<file path="config.mk">
export PLATFORM = sky130hd
export DESIGN_NAME = stopwatch_controller
export DESIGN_NICKNAME = d
export VERILOG_FILES = /design/src/rtl/stopwatch_pkg.sv /design/src/rtl/stopwatch_controller_bcd_digit_counter.sv /design/src/rtl/stopwatch_controller.sv
export SDC_FILE = /design/constraint.sdc
export NUM_CORES = 1
export LEC_CHECK = 0
export CAP_MARGIN = 30
export CORE_MARGIN = 5
export CORE_UTILIZATION = 40
export DETAILED_ROUTE_END_ITERATION = 16
export PLACE_DENSITY = 0.66
export SLEW_MARGIN = 20
export SYNTH_ARGS = -nofsm -noshare
export SYNTH_HDL_FRONTEND = slang
export SYNTH_SLANG_ARGS = --single-unit
</file>
<file path="constraint.sdc">
create_clock -name clk -period 5.7 [get_ports clk]
set_input_delay 1.14 -clock clk [delete_from_list [all_inputs] [get_ports clk]]
set_output_delay 1.14 -clock clk [all_outputs]
set_load 0.05 [all_outputs]
</file>
<file path="src/rtl/stopwatch_pkg.sv">
// Shared types and constants for the stopwatch controller slice.
package stopwatch_pkg;

    typedef enum logic [1:0] {
        IDLE  = 2'd0,
        RUN   = 2'd1,
        LAP   = 2'd2,
        PAUSE = 2'd3
    } sw_state_t;

    localparam int unsigned DIGIT_W    = 4;
    localparam int unsigned NUM_DIGITS = 4;
    localparam int unsigned COUNT_W    = DIGIT_W * NUM_DIGITS;

    localparam logic [COUNT_W-1:0] SW_MAX = 16'h9999;

    // True in the states where time advances.
    function automatic logic is_counting(input sw_state_t s);
        return (s == RUN) || (s == LAP);
    endfunction

endpackage

</file>
<file path="src/rtl/stopwatch_controller_bcd_digit_counter.sv">
// Single mod-10 BCD digit; carry is combinational so a chain of these
// ripples a full 09.99 -> 10.00 rollover within one clock edge.
module bcd_digit_counter
    import stopwatch_pkg::*;
(
    input  logic               clk,
    input  logic               reset,
    input  logic               clr,
    input  logic               inc,
    output logic [DIGIT_W-1:0] q,
    output logic               carry
);

    assign carry = inc && (q == DIGIT_W'(9));

    // Digit register: clear wins, otherwise step and wrap 9 -> 0.
    always_ff @(posedge clk) begin
        if (reset || clr) begin
            q <= '0;
        end else if (inc) begin
            q <= carry ? '0 : q + 1'b1;
        end
    end

endmodule

</file>
<file path="src/rtl/stopwatch_controller.sv">
// Stopwatch core: button press detection, run/lap/pause/clear sequencing,
// centisecond prescaler and a 4-digit BCD SS.cc counter with lap freeze.
module stopwatch_controller
    import stopwatch_pkg::*;
#(
    parameter int unsigned TICK_DIV = 20
) (
    input  logic                clk,
    input  logic                reset,
    input  logic                button0,
    input  logic                button1,
    output logic [COUNT_W-1:0]  digits,
    output logic                running,
    output logic                lap_active,
    output logic                overflow
);

    localparam int unsigned PS_W = (TICK_DIV > 1) ? $clog2(TICK_DIV) : 1;
    localparam logic [PS_W-1:0] PS_LAST = PS_W'(TICK_DIV - 1);

    sw_state_t            state;
    logic                 button0_q;
    logic                 button1_q;
    logic                 press0;
    logic                 press1;
    logic                 counting;
    logic                 tick;
    logic                 clear_cmd;
    logic [PS_W-1:0]      prescaler;
    logic [COUNT_W-1:0]   count;
    logic [COUNT_W-1:0]   lap_reg;
    logic [NUM_DIGITS:0]  carry_chain;

    // Start/stop has priority: a simultaneous lap/clear press is discarded.
    assign press0    = button0 & ~button0_q;
    assign press1    = button1 & ~button1_q & ~press0;
    assign counting  = is_counting(state);
    assign tick      = counting && (prescaler == PS_LAST);
    assign clear_cmd = (state == PAUSE) && press1;

    // Edge-detect history; loading levels during reset masks held buttons.
    always_ff @(posedge clk) begin
        button0_q <= button0;
        button1_q <= button1;
    end

    // Prescaler advances only while counting and holds its phase in PAUSE.
    always_ff @(posedge clk) begin
        if (reset || clear_cmd) begin
            prescaler <= '0;
        end else if (counting) begin
            prescaler <= tick ? '0 : prescaler + 1'b1;
        end
    end

    assign carry_chain[0] = tick;

    for (genvar i = 0; i < NUM_DIGITS; i++) begin : g_digit
        bcd_digit_counter u_digit (
            .clk   (clk),
            .reset (reset),
            .clr   (clear_cmd),
            .inc   (carry_chain[i]),
            .q     (count[i*DIGIT_W +: DIGIT_W]),
            .carry (carry_chain[i+1])
        );
    end

    // Carry out of the top digit is exactly the 99.99 -> 00.00 wrap.
    always_ff @(posedge clk) begin
        if (reset || clear_cmd) begin
            overflow <= 1'b0;
        end else if (carry_chain[NUM_DIGITS]) begin
            overflow <= 1'b1;
        end
    end

    // Control FSM with registered status flags and lap capture.
    always_ff @(posedge clk) begin
        if (reset) begin
            state      <= IDLE;
            running    <= 1'b0;
            lap_active <= 1'b0;
            lap_reg    <= '0;
        end else begin
            case (state)
                IDLE: begin
                    if (press0) begin
                        state      <= RUN;
                        running    <= 1'b1;
                        lap_active <= 1'b0;
                    end
                end
                RUN: begin
                    if (press0) begin
                        state      <= PAUSE;
                        running    <= 1'b0;
                        lap_active <= 1'b0;
                    end else if (press1) begin
                        state      <= LAP;
                        running    <= 1'b1;
                        lap_active <= 1'b1;
                        lap_reg    <= count;
                    end
                end
                LAP: begin
                    if (press0) begin
                        state      <= PAUSE;
                        running    <= 1'b0;
                        lap_active <= 1'b0;
                    end else if (press1) begin
                        state      <= RUN;
                        running    <= 1'b1;
                        lap_active <= 1'b0;
                    end
                end
                PAUSE: begin
                    if (press0) begin
                        state      <= RUN;
                        running    <= 1'b1;
                        lap_active <= 1'b0;
                    end else if (press1) begin
                        state      <= IDLE;
                        running    <= 1'b0;
                        lap_active <= 1'b0;
                    end
                end
                default: begin
                    state      <= IDLE;
                    running    <= 1'b0;
                    lap_active <= 1'b0;
                end
            endcase
        end
    end

    assign digits = lap_active ? lap_reg : count;

endmodule
</file>
# After elaboration in Yosys (flattened, before gate mapping)
# Index checks and enable logic that the tools add are counted.
dict set report classes {
  n_eq_ne 14
  reduce_logical 15
  n_bitwise 6
  n_addsub 5
  muxes 23
}
# cell count
set ops {}
lappend ops {{4-bit by 1-bit adder with 4-bit output (second input constant)} 4}
lappend ops {{4-bit equality test (second input constant)} 4}
lappend ops {{16-bit two-way mux} 1}
lappend ops {{4-bit two-way mux} 4}
lappend ops {{2-bit two-way mux} 7}
lappend ops {{3-bit != test (second input constant)} 3}
lappend ops {{3-bit AND reduction} 3}
lappend ops {{2-bit case mux with 4 select lines} 1}
lappend ops {{1-bit two-way mux} 7}
lappend ops {{1-bit logical AND} 6}
lappend ops {{3-bit by 1-bit != test with 1-bit output (second input constant)} 2}
lappend ops {{1-bit case mux with 3 select lines} 2}
lappend ops {{5-bit by 1-bit adder with 5-bit output (second input constant)} 1}
lappend ops {{5-bit equality test (second input constant)} 1}
lappend ops {{5-bit two-way mux} 1}
lappend ops {{2-bit equality test (second input constant)} 2}
lappend ops {{4-bit AND reduction} 1}
lappend ops {{2-bit OR reduction} 2}
lappend ops {{1-bit bitwise AND} 3}
lappend ops {{1-bit inverter} 3}
lappend ops {{2-bit by 1-bit equality test with 1-bit output (second input constant)} 1}
lappend ops {{2-bit zero test} 1}
lappend ops {{1-bit logical OR} 2}
lappend ops {{2-bit != test (second input constant)} 1}
dict set report word_totals {
  out_inout_bits 19
  elab_cells 75
  regBits 44
}

# Longest topological paths before layout
dict set report depth {
  word_depth 8
  mapped_depth 8
}

# By module
# A second synthesis with hierarchy kept.
dict set report unflattened {
  cells_unflattened 250
  hier_area_um2 2203.4
}
# module n_inst area_each_um2 cells_each
set modules_own_cells {}
lappend modules_own_cells {stopwatch_controller 1 1397.6 158}
lappend modules_own_cells {bcd_digit_counter 4 201.4 23}

# Worst setup path before layout
# Ideal clock, no wire load.
dict set report synth_timing {
  kind {register -> output}
  startpoint {reg lap_active}
  endpoint {out digits[13]}
  path_stages_with_launch 3
  arrival_ns 1.860
  path_buffers 1
  slack_ns 2.700
  path_cell_list {dfxtp_1 -> clkbuf_1 -> o21ai_0}
}
dict set report synth_via {
  elab_chain_len 1
}
# element line
set synth_rtl {}
lappend synth_rtl {{start, declared} stopwatch_controller.sv:14} ;# output logic lap_active,
lappend synth_rtl {{start signal, assigned} stopwatch_controller.sv:83} ;# lap_active <= 1'b0;
lappend synth_rtl {{start signal, assigned} stopwatch_controller.sv:91} ;# lap_active <= 1'b0;
lappend synth_rtl {{start signal, assigned} stopwatch_controller.sv:98} ;# lap_active <= 1'b0;
lappend synth_rtl {{16-bit two-way mux} stopwatch_controller.sv:137} ;# assign digits = lap_active ? lap_reg : count;
lappend synth_rtl {{end, declared} stopwatch_controller.sv:12} ;# output logic [COUNT_W-1:0] digits,
# Every way passes these cells.

# Final worst setup path
dict set report layout_timing {
  startpoint {reg lap_active}
  endpoint {out digits[2]}
}
# The elaborated chain is that of the path after synthesis.

==> impl_metrics.py <==
metrics = {
    "placement": {
        "gp_congestion": 0.7566,
        "placedCellCount": 325,
        "dpl_worst_slack_ps": 2479,
        "placed_cell_area_sq_um": 2500,
        "hpwl_microns": 2901,
        "port_buffers": 22,
    },
    "yosys": {
        "syn_area_sq_um": 2225,
        "syn-instance-count": 239,
        "synth_warnings": 0,
        "ys_types": 42,
        "yosys.area_share.simple_pct": 22.27,
        "synth_edf_count": 0,
        "synth_nets": 257,
        "synth_top_family_by_area": "simple AND/OR/NAND/NOR gates",
        "synth_seq_area_share_pct": 39.60,
        "synth_xor_area_share_pct": 2.756,
        "ys_seq_elements": 44,
        "async_flop_share_pct": 0,
        "synth_adder_area_share_pct": 7.874,
        "synth_area_per_cell_sq_um": 9.308,
        "synthFlopType": "dfxtp_1",
        "synthMuxAreaShare_pct": 15.07,
        "synth_compound_area_share_pct": 8.661,
    },
    "worst_setup_path": {
        "r2r_cells": 6,
        "crit_chain": "mux2_2 > clkdlybuf4s50_1",
        "crit_buf_inv": 1,
        "crit_path_end_kind": "output port",
        "cpPeakStageDelay_ps": 900,
        "worstPathRequired_ps": 4560,
        "crit_arrival_ps": 2340,
        "r2r_end": "g_digit[3].u_digit.q[2]$_SDFFE_PP0N_",
        "critPathTopFamily": "flip-flops",
        "critical_path.max_fanout": 22,
        "reg2reg_from": "state[1]$_SDFFE_PP0P_",
        "crit_path_top_delay_cell": "dfxtp_1",
        "ff2ff_setup_slack_ps": 3360,
        "worstSetupPathType": "reg2out",
        "cp-start-kind": "flop",
    },
    "timing": {
        "fmax_ghz": 0.2877,
        "fin_skew_ps": 17.28,
        "rsz0062_at_grt": "false",
        "finalHoldViolCount": 0,
        "report.final.slew_viol_count": 0,
        "tightest_slew_ps": 883.5,
        "timing.final.crit_share_pct": 60.98,
        "layout_setup_ws_ps": 2224,
        "tns_ps": 0,
        "whs_ps": 473.2,
        "slew-limit-headroom_pct": 40.92,
        "setup_viol": 0,
        "period_needed_ps": 3476,
    },
    "global_routing": {
        "grt_usage_pct": 12.58,
        "grt_start_max_net_pins": 23,
        "grt_pass1_wl_microns": 7362,
        "grt_pass1_vias": 1599,
        "gr-total-overflow": 0,
        "antenna_found_initial": 0,
    },
    "clocking": {
        "clock_latency_ps": 310,
        "cts_hold_buf": 0,
        "ctsLongestPathBuffers": 2,
        "post-cts-setup-buffers": 0,
        "h-tree-depth": 2,
        "cts_tree": "done",
        "cts_buffers": 5,
        "clk_pin_slew_worst_paths_ps": 90,
        "cts-resized-gates": 0,
        "root_buffer": "clkbuf_8",
        "cts_sinks": 44,
    },
    "routing": {
        "antenna_left": 0,
        "dr.pass1.iters": 4,
        "drc": 0,
        "avgRoutedWirePerCell_microns": 12.58,
        "dr.first_iter.drc_count": 47,
        "via_count": 1692,
        "drt_wl_total_microns": 4188,
        "post_drt_via_cell_ratio": 5.081,
    },
    "die": {
        "pin_count": 23,
        "die_h_microns": 84.58,
        "core_area_sq_um": 5439,
        "dieArea_sq_um": 7153,
        "die_w_microns": 84.58,
        "rows": 27,
        "start_util_pct": 40.90,
    },
    "worst_hold_path": {
        "hp-start": "overflow$_SDFFE_PP0P_",
        "hold_path.class": "reg2reg",
        "holdPathStages": 2,
        "hold_path_end": "overflow$_SDFFE_PP0P_",
    },
    "run_status": {
        "status": "completed",
    },
    "final_layout": {
        "design_area_sq_um": 2615,
        "multi_input_comb_area_sq_um": 1260,
        "fillers": 527,
        "seq_area_sq_um": 880.8,
        "syn2layout_area_growth_pct": 17.55,
        "layout.nets": 278,
        "drive_above_1_share_pct": 11.49,
        "instances_no_fill": 333,
        "num_antenna_cells": 0,
    },
    "power_and_ir_drop": {
        "vdd_ir_drop_max_v": 0.0001730,
        "power_density_nw_per_um2": 269.1,
        "p_leak_nw": 1.084,
    },
    "run": {
        "maxCapViolCount": 0,
    },
}
## cell usage after synthesis (2+ instances only)
cell / number / area share, %
mux2i_1: 20 / 9.0
or3_2: 2 / 0.67
nor2_1: 37 / 6.2
a21oi_1: 11 / 2.5
a211oi_1: 5 / 1.7
buf_6: 2 / 1.0
nor4_1: 3 / 0.84
or3_1: 2 / 0.56
and3b_1: 3 / 1.2
dfxtp_1: 44 / 40
mux2_2: 12 / 6.1
nand2b_1: 2 / 0.56
xnor2_1: 5 / 2.0
o21ai_0: 10 / 2.2
ha_1: 14 / 7.9
nor2b_1: 5 / 1.4
nand3_1: 9 / 2.0
clkbuf_1: 6 / 1.0
xor2_1: 2 / 0.79
inv_1: 9 / 1.5
nand2_1: 9 / 1.5
nor3_1: 7 / 1.6
## per-layer routing
metal | wire length (microns) | global-route usage (%)
met4 | 63 | 4.748
met2 | 1819 | 19.57
met3 | 200 | 3.631
met5 | 0 | 0
met1 | 2104 | 16.46
## worst reg2reg max path, cell delays in order, from the launching register on
cell and delay [ps]:
dfxtp_1 410, inv_1 120, ha_1 460, and4b_1 460, nand4_4 190, or4_1 500, a21oi_1 140
## power breakdown
| part | switching (mW) | leakage, nW | internal [mW] | total [mW] |
|---|---|---|---|---|
| Clock | 0.112 | 0.0548 | 0.132 | 0.244 |
| Combinational | 0.0697 | 0.673 | 0.0539 | 0.124 |
| Sequential | 0.0156 | 0.356 | 0.320 | 0.336 |
## per-stage QoR
stage	util (%)	power, mW
finish	48.08	0.7038
detailed placement	45.96	0.4661
floorplan	-	0.4447
global placement	45.69	0.4640
CTS	48.08	0.7121
global route	48.08	0.7454
## cell usage in the layout, fill, tap and decap left out, types with 3 or more instances in the layout
| cell | n |
|---|---|
| nor3_1 | 7 |
| mux2i_1 | 20 |
| mux2_2 | 12 |
| and3b_1 | 3 |
| nor2b_1 | 5 |
| a211oi_1 | 5 |
| xnor2_1 | 5 |
| inv_1 | 9 |
| dfxtp_1 | 44 |
| a21oi_1 | 11 |
| nand3_1 | 9 |
| nand2_1 | 9 |
| clkbuf_8 | 5 |
| o21ai_0 | 10 |
| nor4_1 | 3 |
| clkdlybuf4s50_1 | 22 |
| ha_1 | 14 |
| nor2_1 | 37 |
## worst max path at each step
stage	slack [ps]	cells past startpoint	from	to
after global routing	2090	2	lap_active$_SDFFE_PP0P_	digits[2]
after CTS	2200	2	lap_active$_SDFFE_PP0P_	digits[0]
final	2220	2	lap_active$_SDFFE_PP0P_	digits[2]
after global placement	2400	5	button1	lap_reg[5]$_SDFFE_PP0P_
after floorplan	2700	2	lap_active$_SDFFE_PP0P_	digits[13]
after detailed placement	2480	4	reset	g_digit[2].u_digit.q[1]$_SDFFE_PP0N_
## cell families (layout without fill, tap and decap cells)
| logic type | after synthesis | in the layout |
|---|---|---|
| AND/OR/NAND/NOR | 92 | 92 |
| flip-flops | 44 | 44 |
| AO/OA/AOI/OAI | 32 | 32 |
| adder cells (fa/ha/maj) | 14 | 14 |
| multiplexers | 32 | 32 |
| XOR/XNOR | 7 | 7 |
| buffers and inverters | 18 | 40 |
## cell type report
| class | instances | area share, % |
|---|---|---|
| clock buffers | 5 | 2.632 |
| flip-flops and latches | 44 | 33.68 |
| inverters | 9 | 1.292 |
| clock inverters | 3 | 1.770 |
| multi-input cells | 177 | 48.18 |
| well taps | 72 | 3.445 |
| repair buffers | 23 | 8.995 |
(Power assumes the default switching activity.)
